===== src/rtl/pipe_adder.sv =====
// Pipelined add/subtract with the carry chain split into STAGES slices, one slice per stage.
// Define PIPE_ADDER_OVF_EN to add the signed-overflow output ovf.
module pipe_adder #(
    parameter int unsigned WIDTH  = 16,
    parameter int unsigned STAGES = 2
) (
    input  logic             clk,
    input  logic             rst_n,
    input  logic             in_valid,
    output logic             in_ready,
    input  logic [WIDTH-1:0] a_in,
    input  logic [WIDTH-1:0] b_in,
    input  logic             c_in,
    input  logic             op_sub,
    output logic             out_valid,
    input  logic             out_ready,
    output logic [WIDTH-1:0] sum,
    output logic             c_out
`ifdef PIPE_ADDER_OVF_EN
    ,
    output logic             ovf
`endif
);

    localparam int unsigned SliceW = WIDTH / STAGES;

    logic advance;

    // Whole pipeline moves together; empty stages advance too, so bubbles get overwritten.
    assign advance  = !out_valid || out_ready;
    assign in_ready = advance;

    for (genvar k = 0; k < STAGES; k++) begin : g_stage
        localparam int unsigned Lo   = k * SliceW;
        localparam int unsigned RemW = WIDTH - Lo;
        localparam bit          Last = (k == STAGES - 1);
        localparam int unsigned SW   = Last ? RemW : SliceW;

        // Operand bits not yet consumed: slice k sits in the low SW bits.
        logic [RemW-1:0]    a_src;
        logic [RemW-1:0]    b_src;
        logic               c_src;
        logic               v_src;
        logic [SW:0]        t;
        logic [Lo+SW-1:0]   s_d;
        logic [Lo+SW-1:0]   s_q;
        logic               c_q;
        logic               v_q;

        if (k == 0) begin : g_in
            assign a_src = a_in;
            assign b_src = op_sub ? ~b_in : b_in;
            assign c_src = op_sub | c_in;
            assign v_src = in_valid;
            assign s_d   = t[SW-1:0];
        end else begin : g_mid
            assign a_src = g_stage[k-1].g_fwd.a_q;
            assign b_src = g_stage[k-1].g_fwd.b_q;
            assign c_src = g_stage[k-1].c_q;
            assign v_src = g_stage[k-1].v_q;
            assign s_d   = {t[SW-1:0], g_stage[k-1].s_q};
        end

        assign t = {1'b0, a_src[SW-1:0]} + {1'b0, b_src[SW-1:0]} + {{SW{1'b0}}, c_src};

        always_ff @(posedge clk or negedge rst_n) begin
            if (!rst_n) begin
                v_q <= 1'b0;
                c_q <= 1'b0;
                s_q <= '0;
            end else if (advance) begin
                v_q <= v_src;
                c_q <= t[SW];
                s_q <= s_d;
            end
        end

        if (!Last) begin : g_fwd
            logic [RemW-SW-1:0] a_q;
            logic [RemW-SW-1:0] b_q;

            always_ff @(posedge clk or negedge rst_n) begin
                if (!rst_n) begin
                    a_q <= '0;
                    b_q <= '0;
                end else if (advance) begin
                    a_q <= a_src[RemW-1:SW];
                    b_q <= b_src[RemW-1:SW];
                end
            end
        end

`ifdef PIPE_ADDER_OVF_EN
        if (Last) begin : g_ovf
            logic ovf_d;
            logic ovf_q;

            // b_src is already inverted for subtract, so one rule covers both operations.
            assign ovf_d = (a_src[RemW-1] == b_src[RemW-1]) && (t[SW-1] != a_src[RemW-1]);

            always_ff @(posedge clk or negedge rst_n) begin
                if (!rst_n) begin
                    ovf_q <= 1'b0;
                end else if (advance) begin
                    ovf_q <= ovf_d;
                end
            end
        end
`endif
    end

    assign out_valid = g_stage[STAGES-1].v_q;
    assign sum       = g_stage[STAGES-1].s_q;
    assign c_out     = g_stage[STAGES-1].c_q;
`ifdef PIPE_ADDER_OVF_EN
    assign ovf       = g_stage[STAGES-1].g_ovf.ovf_q;
`endif

endmodule


===== config.mk =====
export PLATFORM = sky130hd
export DESIGN_NAME = pipe_adder
export DESIGN_NICKNAME = d
export VERILOG_FILES = /design/src/rtl/pipe_adder.sv
export SDC_FILE = /design/constraint.sdc
export NUM_CORES = 1
export LEC_CHECK = 0
export CAP_MARGIN = 20
export CORE_UTILIZATION = 50
export CTS_BUF_LIST = sky130_fd_sc_hd__clkbuf_16
export CTS_CLUSTER_DIAMETER = 30
export DETAILED_ROUTE_END_ITERATION = 7
export PLACE_DENSITY = 0.75
export SKIP_LAST_GASP = 1
export SYNTH_ARGS = -nofsm -noshare
export SYNTH_HDL_FRONTEND = slang
export SYNTH_SLANG_ARGS = --single-unit

===== constraint.sdc =====
create_clock -name clk -period 3.1 [get_ports clk]
set_input_delay 0.62 -clock clk [delete_from_list [all_inputs] [get_ports clk]]
set_output_delay 0.62 -clock clk [all_outputs]
set_load 0.01 [all_outputs]

==> results.md, run 1 <==
* Outcome: finished clean
* Maximum clock path buffer count at 2
* Worst endpoint data arrival time at 2.95 ns
* Post-CTS Setup Bufs at 0
* Pwr dens at approximately 660 nW/µm²
* Critical path endpoint category: flop
* Synthesized netlist cell count at ~270
* Post-Layout Cell Count at a little under 400
* # port buffers at 56
* Worst-Margin Slew at ~0.44 ns
* Drt first pass iters at 4
* RePlAce Congestion at between 0.7 and 0.8
* Die ar. at 5350 µm²
* Setup Total Neg Slack at 0 ns
* Avg Synthesized Cell Area at about 9.5 µm²
* Mux cell area share after synthesis at 0.0119
* Diodes inserted at 0
* Startpoint types: primary input
* Worst-path maximum fanout at 13
* Global-route wire length before repair at 8790 µm
* Final hold vios at 0
* Core area at between 4000 and 5000 µm²
* Tot GR Track Use at 0.219
* Worst path slowest cell: clkdlybuf4s50_1
* Fraction of layout cells with a size suffix above 1 at 0.0526
* DR vias at roughly 2.1k
* Syn Nets at approximately 320
* Resize count post-CTS at 0
* Vias per cell at 5.27
* DP Worst Slack at around 0.037 ns
* Total clock sinks at 44
* DIE HEIGHT at between 70 and 80 µm
* Most common cell in the netlist: nand2_1
* Fin. max-slew vios at 0
* Top-area cell type share of the netlist area at 0.435
* Reg-to-Reg Start: g_stage[0].c_q
* R2r endpoint: c_out
* Ys async rst share at 1.00
* Cell family with most CP delay: buffers and inverters
* WL per Instance at 13.5 µm
* IO Pins at 57
* Area contributors post-synth: dfrtp_1 (44%), nand2_1 (11%), ha_1 (6.9%)
* Max Clk Rate at 359 MHz
* Cell Chain, Critical Path: clkdlybuf4s50_1 -> buf_4 -> xor2_1 -> ha_1 -> a211oi_1 -> o21a_1 -> nor4_1 -> a211o_1
* Mapped cell area at about 2500 µm²
* Post-Synth Simple-Gate Area at 0.198
* GRT overflow at 0
* Slowest stage delay, CP at approximately 0.6 ns
* CTS root buf: clkbuf_16
* Endpoints failing setup at 0
* CP Data Required Time at roughly 3.3 ns
* Unrepaired setup endpoints after global routing: false
* HPWL after DPL at between 3000 and 4000 µm
* Fin crit share at 0.898
* Min-delay worst type: in -> async
* Area Growth Syn to Fin at 31.1%
* Antenna violations before repair at 0
* Vias in the first global route at between 1.5k and 2k
* Dpl cells at around 380
* CP Buf/Inv Count at 2
* NumNets Final at roughly 380
* Cell Rows at 25
* Post-Layout Inst Area at between 3000 and 4000 µm²
* Most common flop cell mapped by yosys: dfrtp_1
* Tmin final at between 2 and 3 ns
* Antenna-violating nets left at 0
* Maximum VDD drop at approximately 310 µV
* Synth cell count leaders: nand2_1 (76), dfrtp_1 (44), o21ai_0 (19)
* Placed Area at about 3100 µm²
* Post-synthesis sequential area ratio at 0.435
* Clock-pin slew on the worst setup and hold paths at 0.06 ns
* Num CTS Buffers at 5
* Largest net degree at the start of global routing at 70
* Initial core utilization at 0.528
* R2R cell count at 6
* CTS tree: yes
* Syn. warnings at 0
* Post-Synth XOR/XNOR Area at 0.0623
* Reg2Reg Setup Slack at roughly 0.69 ns
* Die Wd at around 73 µm
* Post-synth EDFFs at 0
* Drt total wl at 5260 µm
* Max H-tree Level at 2
* Pleak at around 1.5 nW
* Compound-gate portion of the synthesized area at 0.153
* Largest family of logic cells by synthesized area: simple AND/OR/NAND/NOR gates
* Cell variety after synth at 40
* Worst-Skew Late Latency at around 0.28 ns
* Drt initial violations at approximately 110
* Tot Pwr at around 2.2 mW
* Final Worst Setup Slack at approximately 0.32 ns
* Slew HR at 0.705
* Residual DRC at 0
* Adder-Cell Fraction of Synth Area at 0.101
* Post-CTS Hold Fix Bufs at 0
* Max-cap violations at 0
* Skew final at 0.00452 ns
* Crit Path Class: in -> reg
* Yosys top cell by area: dfrtp_1
* #FFs+latches synth at between 40 and 50
kinds of logic after synthesis:
family | after synthesis
XOR/XNOR | 18
buffers and inverters | 18
AND/OR/NAND/NOR | 110
flip-flops | 44
adder cells (fa/ha/maj) | 18
AO/OA/AOI/OAI | 56
multiplexers | 3
state kept, by name (all words and copies together) (netlist names):
name,flops
g_stage.v_q,1
sum,16
out_valid,1
c_out,1
g_stage.s_q,8
g_stage.c_q,1
g_stage.g_fwd.a_q,8
g_stage.g_fwd.b_q,8
stage by stage:
stage               hold slack [ns]  utilization
global placement              0.441        0.655
detailed placement            0.449        0.655
CTS                           0.469        0.689
finish                        0.146        0.693
floorplan                     0.324            -
global route                  0.146        0.693
area by class of cell:
type	instances	area, µm²
clock inverters	3	37.5
inverters	5	18.8
clock buffers	5	125
flip-flops and latches	44	1100
well taps	67	83.8
multi-input cells	205	1330
repair buffers	61	618
fillers	398	1470
metal layers:
metal  wire [µm]  track usage
met5           0            0
met4          73       0.0741
met3         225       0.0539
met2        2430        0.325
met1        2540        0.313
report_power, final:
part	switching, mW	leakage (nW)	internal (mW)
logic	0.373	0.884	0.425
clock network	0.211	0.0789	0.374
registers	0.0900	0.524	0.731
total	0.674	1.49	1.53
cells in the final DEF, fill, tap and decap left out, types with 4 or more instances in the layout:
| cell type | synthesis | routed |
|---|---|---|
| nand2_1 | 76 | 76 |
| clkdlybuf4s50_1 | 0 | 55 |
| dfrtp_1 | 44 | 44 |
| o21ai_0 | 19 | 19 |
| ha_1 | 14 | 14 |
| nor3b_1 | 10 | 10 |
| xor2_1 | 9 | 9 |
| xnor2_1 | 9 | 9 |
| a211oi_1 | 7 | 7 |
| nor3_1 | 7 | 7 |
| inv_1 | 5 | 5 |
| clkbuf_16 | 0 | 5 |
| nor2_1 | 4 | 4 |
| o31ai_1 | 4 | 4 |
| a221oi_1 | 4 | 4 |
| a21o_1 | 4 | 4 |
| fa_1 | 4 | 4 |
worst max path at each step:
stage | from | end | depth (start not counted)
2_1_floorplan | op_sub | g_stage[0].s_q[6] | 10
3_3_place_gp | op_sub | g_stage[0].s_q[6] | 9
3_5_place_dp | op_sub | g_stage[0].s_q[6] | 9
4_1_cts | op_sub | g_stage[0].s_q[6] | 9
5_1_grt | op_sub | g_stage[0].s_q[4] | 9
6_report | op_sub | g_stage[0].s_q[7] | 8
Note: power is estimated with default switching activity, not from simulation.
==> run 2: changes to the inputs <==
--- a/config.mk
+++ b/config.mk
@@ -5,12 +5,14 @@
 export SDC_FILE = /design/constraint.sdc
 export NUM_CORES = 1
 export LEC_CHECK = 0
+export ABC_AREA = 1
 export CAP_MARGIN = 20
 export CORE_UTILIZATION = 50
 export CTS_BUF_LIST = sky130_fd_sc_hd__clkbuf_16
 export CTS_CLUSTER_DIAMETER = 30
 export DETAILED_ROUTE_END_ITERATION = 7
-export PLACE_DENSITY = 0.75
+export MAX_ROUTING_LAYER = met4
+export PLACE_DENSITY = 0.76
 export SKIP_LAST_GASP = 1
 export SYNTH_ARGS = -nofsm -noshare
 export SYNTH_HDL_FRONTEND = slang
==> results.md, run 2 <==
* Outcome: finished clean
* Area Growth Syn to Fin at 30.0%
* Largest net degree at the start of global routing at 53 (-24%)
* GR peak layer: met2
* Startpoint types: primary input
* Residual DRC at 0 (unchanged)
* HPWL after DPL at 3650 µm (about the same)
* Min-delay worst type: reg -> reg
* Syn Nets at 360 (+11%)
* Cell Chain, Critical Path: clkdlybuf4s50_1 -> xor2_1 -> fa_1 -> inv_1 -> fa_1 -> inv_1 -> nand2_1 -> nand2_1 -> nand3b_1 -> nand2_1 -> nand2_1 -> nand3_1 -> nand2_1
* Unrepaired setup endpoints after global routing: false
* Max FFs per register at 16 (unchanged)
* Worst-Margin Slew at 0.969 ns (+0.530 ns)
* Post-CTS Hold Fix Bufs at 0 (unchanged)
* Pwr dens at 642 nW/µm² (-3.5%)
* Mapped cell area at 2490 µm² (-1.4%)
* Synth cell count leaders: nand2_1 (126), dfrtp_1 (44), inv_1 (23)
* Cell family with most CP delay: buffers and inverters
* Skew final at 0.00429 ns (-0.000231 ns)
* Fin. max-slew vios at 0 (unchanged)
* Tot Pwr at 2.08 mW (-5.7%)
* Antenna violations before repair at 0 (unchanged)
* Tot GR Track Use at 0.226 (+0.00720)
* Ys async rst share at 1.00 (unchanged)
* Tmin final at 2.47 ns (-0.319 ns)
* Max H-tree Level at 2 (unchanged)
* Most common cell in the netlist: nand2_1
* Core area at 4750 µm² (-0.65%)
* Most common flop cell mapped by yosys: dfrtp_1
* Endpoints failing setup at 0 (unchanged)
* Commonest cells after routing, fill and taps aside: nand2_1 (126), clkdlybuf4s50_1 (55), dfrtp_1 (44), inv_1 (24)
* CP Buf/Inv Count at 3 (+1)
* Worst path slowest cell: clkdlybuf4s50_1
* Slew HR at 0.354 (-0.351)
* Syn. warnings at 0 (unchanged)
* Commonest non-fill, non-tap cell in the layout: nand2_1
* Critical path endpoint category: flop
* RePlAce Congestion at 0.836 (+7.4%)
* Post-Layout Inst Area at 3240 µm² (-2.3%)
* DIE HEIGHT at 72.6 µm (-0.70%)
* Total clock sinks at 44 (unchanged)
* Worst endpoint data arrival time at 2.64 ns (-0.31 ns)
* Fin crit share at 0.795 (-0.103)
* CTS root buf: clkbuf_16
* Yosys top cell by area: dfrtp_1
* Maximum clock path buffer count at 2 (unchanged)
* Grt met3 use at 0.0525 (-0.00138)
* Initial core utilization at 0.524 (-0.00416)
* Cell Rows at 25 (unchanged)
* Avg Synthesized Cell Area at 8.20 µm² (-13%)
* Final Worst Setup Slack at 0.634 ns (+0.319 ns)
* Post-synth EDFFs at 0 (unchanged)
* Setup Total Neg Slack at 0 ns (unchanged)
* Max-cap violations at 0 (unchanged)
* Vias per cell at 4.76 (-9.6%)
* Resize count post-CTS at 0 (unchanged)
* CTS tree: yes
* Fraction of layout cells with a size suffix above 1 at 0.0497 (-0.00291)
* Drt initial violations at 143 (+34%)
* Global-route wire length before repair at 8660 µm (-1.5%)
* Synthesized netlist cell count at 304 (+14%)
* Die ar. at 5270 µm² (-1.4%)
* CP Data Required Time at 3.27 ns (about the same)
* Post-synthesis sequential area ratio at 0.442 (+0.00634)
* IO Pins at 57 (unchanged)
* Most used cell, CP: nand2_1
* Cell variety after synth at 26 (-35%)
* Final hold vios at 0 (unchanged)
* Placed Area at 3100 µm² (-1.0%)
* Die Wd at 72.6 µm (-0.70%)
* Met2 usage at 0.352 (+0.0269)
* NumNets Final at 417 (+10%)
* DP Worst Slack at 0.346 ns (+0.310 ns)
* Post-CTS Setup Bufs at 0 (unchanged)
* DR vias at 2,044 (-0.54%)
* Area contributors post-synth: dfrtp_1 (44%), nand2_1 (19%), ha_1 (7.0%)
* Diodes inserted at 0 (unchanged)
* Vias in the first global route at 1,879 (+1.4%)
* WL per Instance at 11.8 µm (-13%)
* Met1 usage at 0.295 (-0.0179)
* Clock-pin slew on the worst setup and hold paths at 0.06 ns (about the same)
* Num CTS Buffers at 5 (unchanged)
* Top-area cell type share of the netlist area at 0.442 (+0.00634)
* # port buffers at 56 (unchanged)
* Worst-Skew Late Latency at 0.29 ns (about the same)
* Slowest stage delay, CP at 0.56 ns (-0.04 ns)
* Antenna-violating nets left at 0 (unchanged)
* Worst-path maximum fanout at 4 (-9)
* Drt total wl at 5070 µm (-3.8%)
* Drt first pass iters at 4 (unchanged)
* GRT overflow at 0 (unchanged)
* #FFs+latches synth at 44 (unchanged)
* Max Clk Rate at 406 MHz (+13%)
* Hold Slack at 0.457 ns (+0.311 ns)
* Pleak at 1.62 nW (+9.0%)
* Crit Path Class: in -> reg
* Maximum VDD drop at 271 µV (-13%)
-- run 2: report_power, final --
group	total, mW	switching (mW)	internal (mW)
logic	0.761	0.379	0.382
clock network	0.503	0.211	0.292
registers	0.814	0.0892	0.725
total	2.08	0.679	1.40
-- run 2: cell type report --
type	instances	area (µm²)
Fill cell	410	1510
Multi-Input combinational cell	225	1230
Sequential cell	44	1100
Timing Repair Buffer	60	586
Clock buffer	5	125
Inverter	25	98.8
Tap cell	67	83.8
Clock inverter	3	15.0
-- run 2: worst min-delay path, cell delays in order (launching register included) --
cell	delay (ns)
dfrtp_1	0.32
inv_1	0.04
nand2_1	0.06
-- run 2: final timing paths --
path | startpoint | end | slack [ns] | cells past startpoint
setup / recovery | op_sub | g_stage[0].s_q[6] | 0.63 | 13
hold / removal | g_stage[0].v_q | out_valid | 0.46 | 2
setup reg to reg | g_stage[0].c_q | sum[14] | 1.21 | 9
hold reg to reg | g_stage[0].v_q | out_valid | 0.46 | 2
max in group asynchronous | rst_n | sum[5] | 2.01 | 1
min in group asynchronous | rst_n | g_stage[0].g_fwd.a_q[4] | 0.49 | 1
-- run 2: through the flow --
stage	utilization	cells
CTS	0.682	429
global placement	0.652	421
finish	0.682	429
global route	0.682	429
detailed placement	0.652	421
floorplan	-	304
-- run 2: cell families after synthesis --
family / count (synthesis) / synth area share
and+or+nand+nor: 161 / 0.270
DFF: 44 / 0.442
buffers and inverters: 35 / 0.0643
AOI/OAI and AO/OA: 28 / 0.0587
xor gates and xnor gates: 18 / 0.0633
adders and majority gates: 18 / 0.102
-- run 2: metal layers --
metal	up-vias	part of all wire
met5	-	0
met3	8	0.036
met1	930	0.48
met4	0	0.014
met2	44	0.47
li1	1062	-
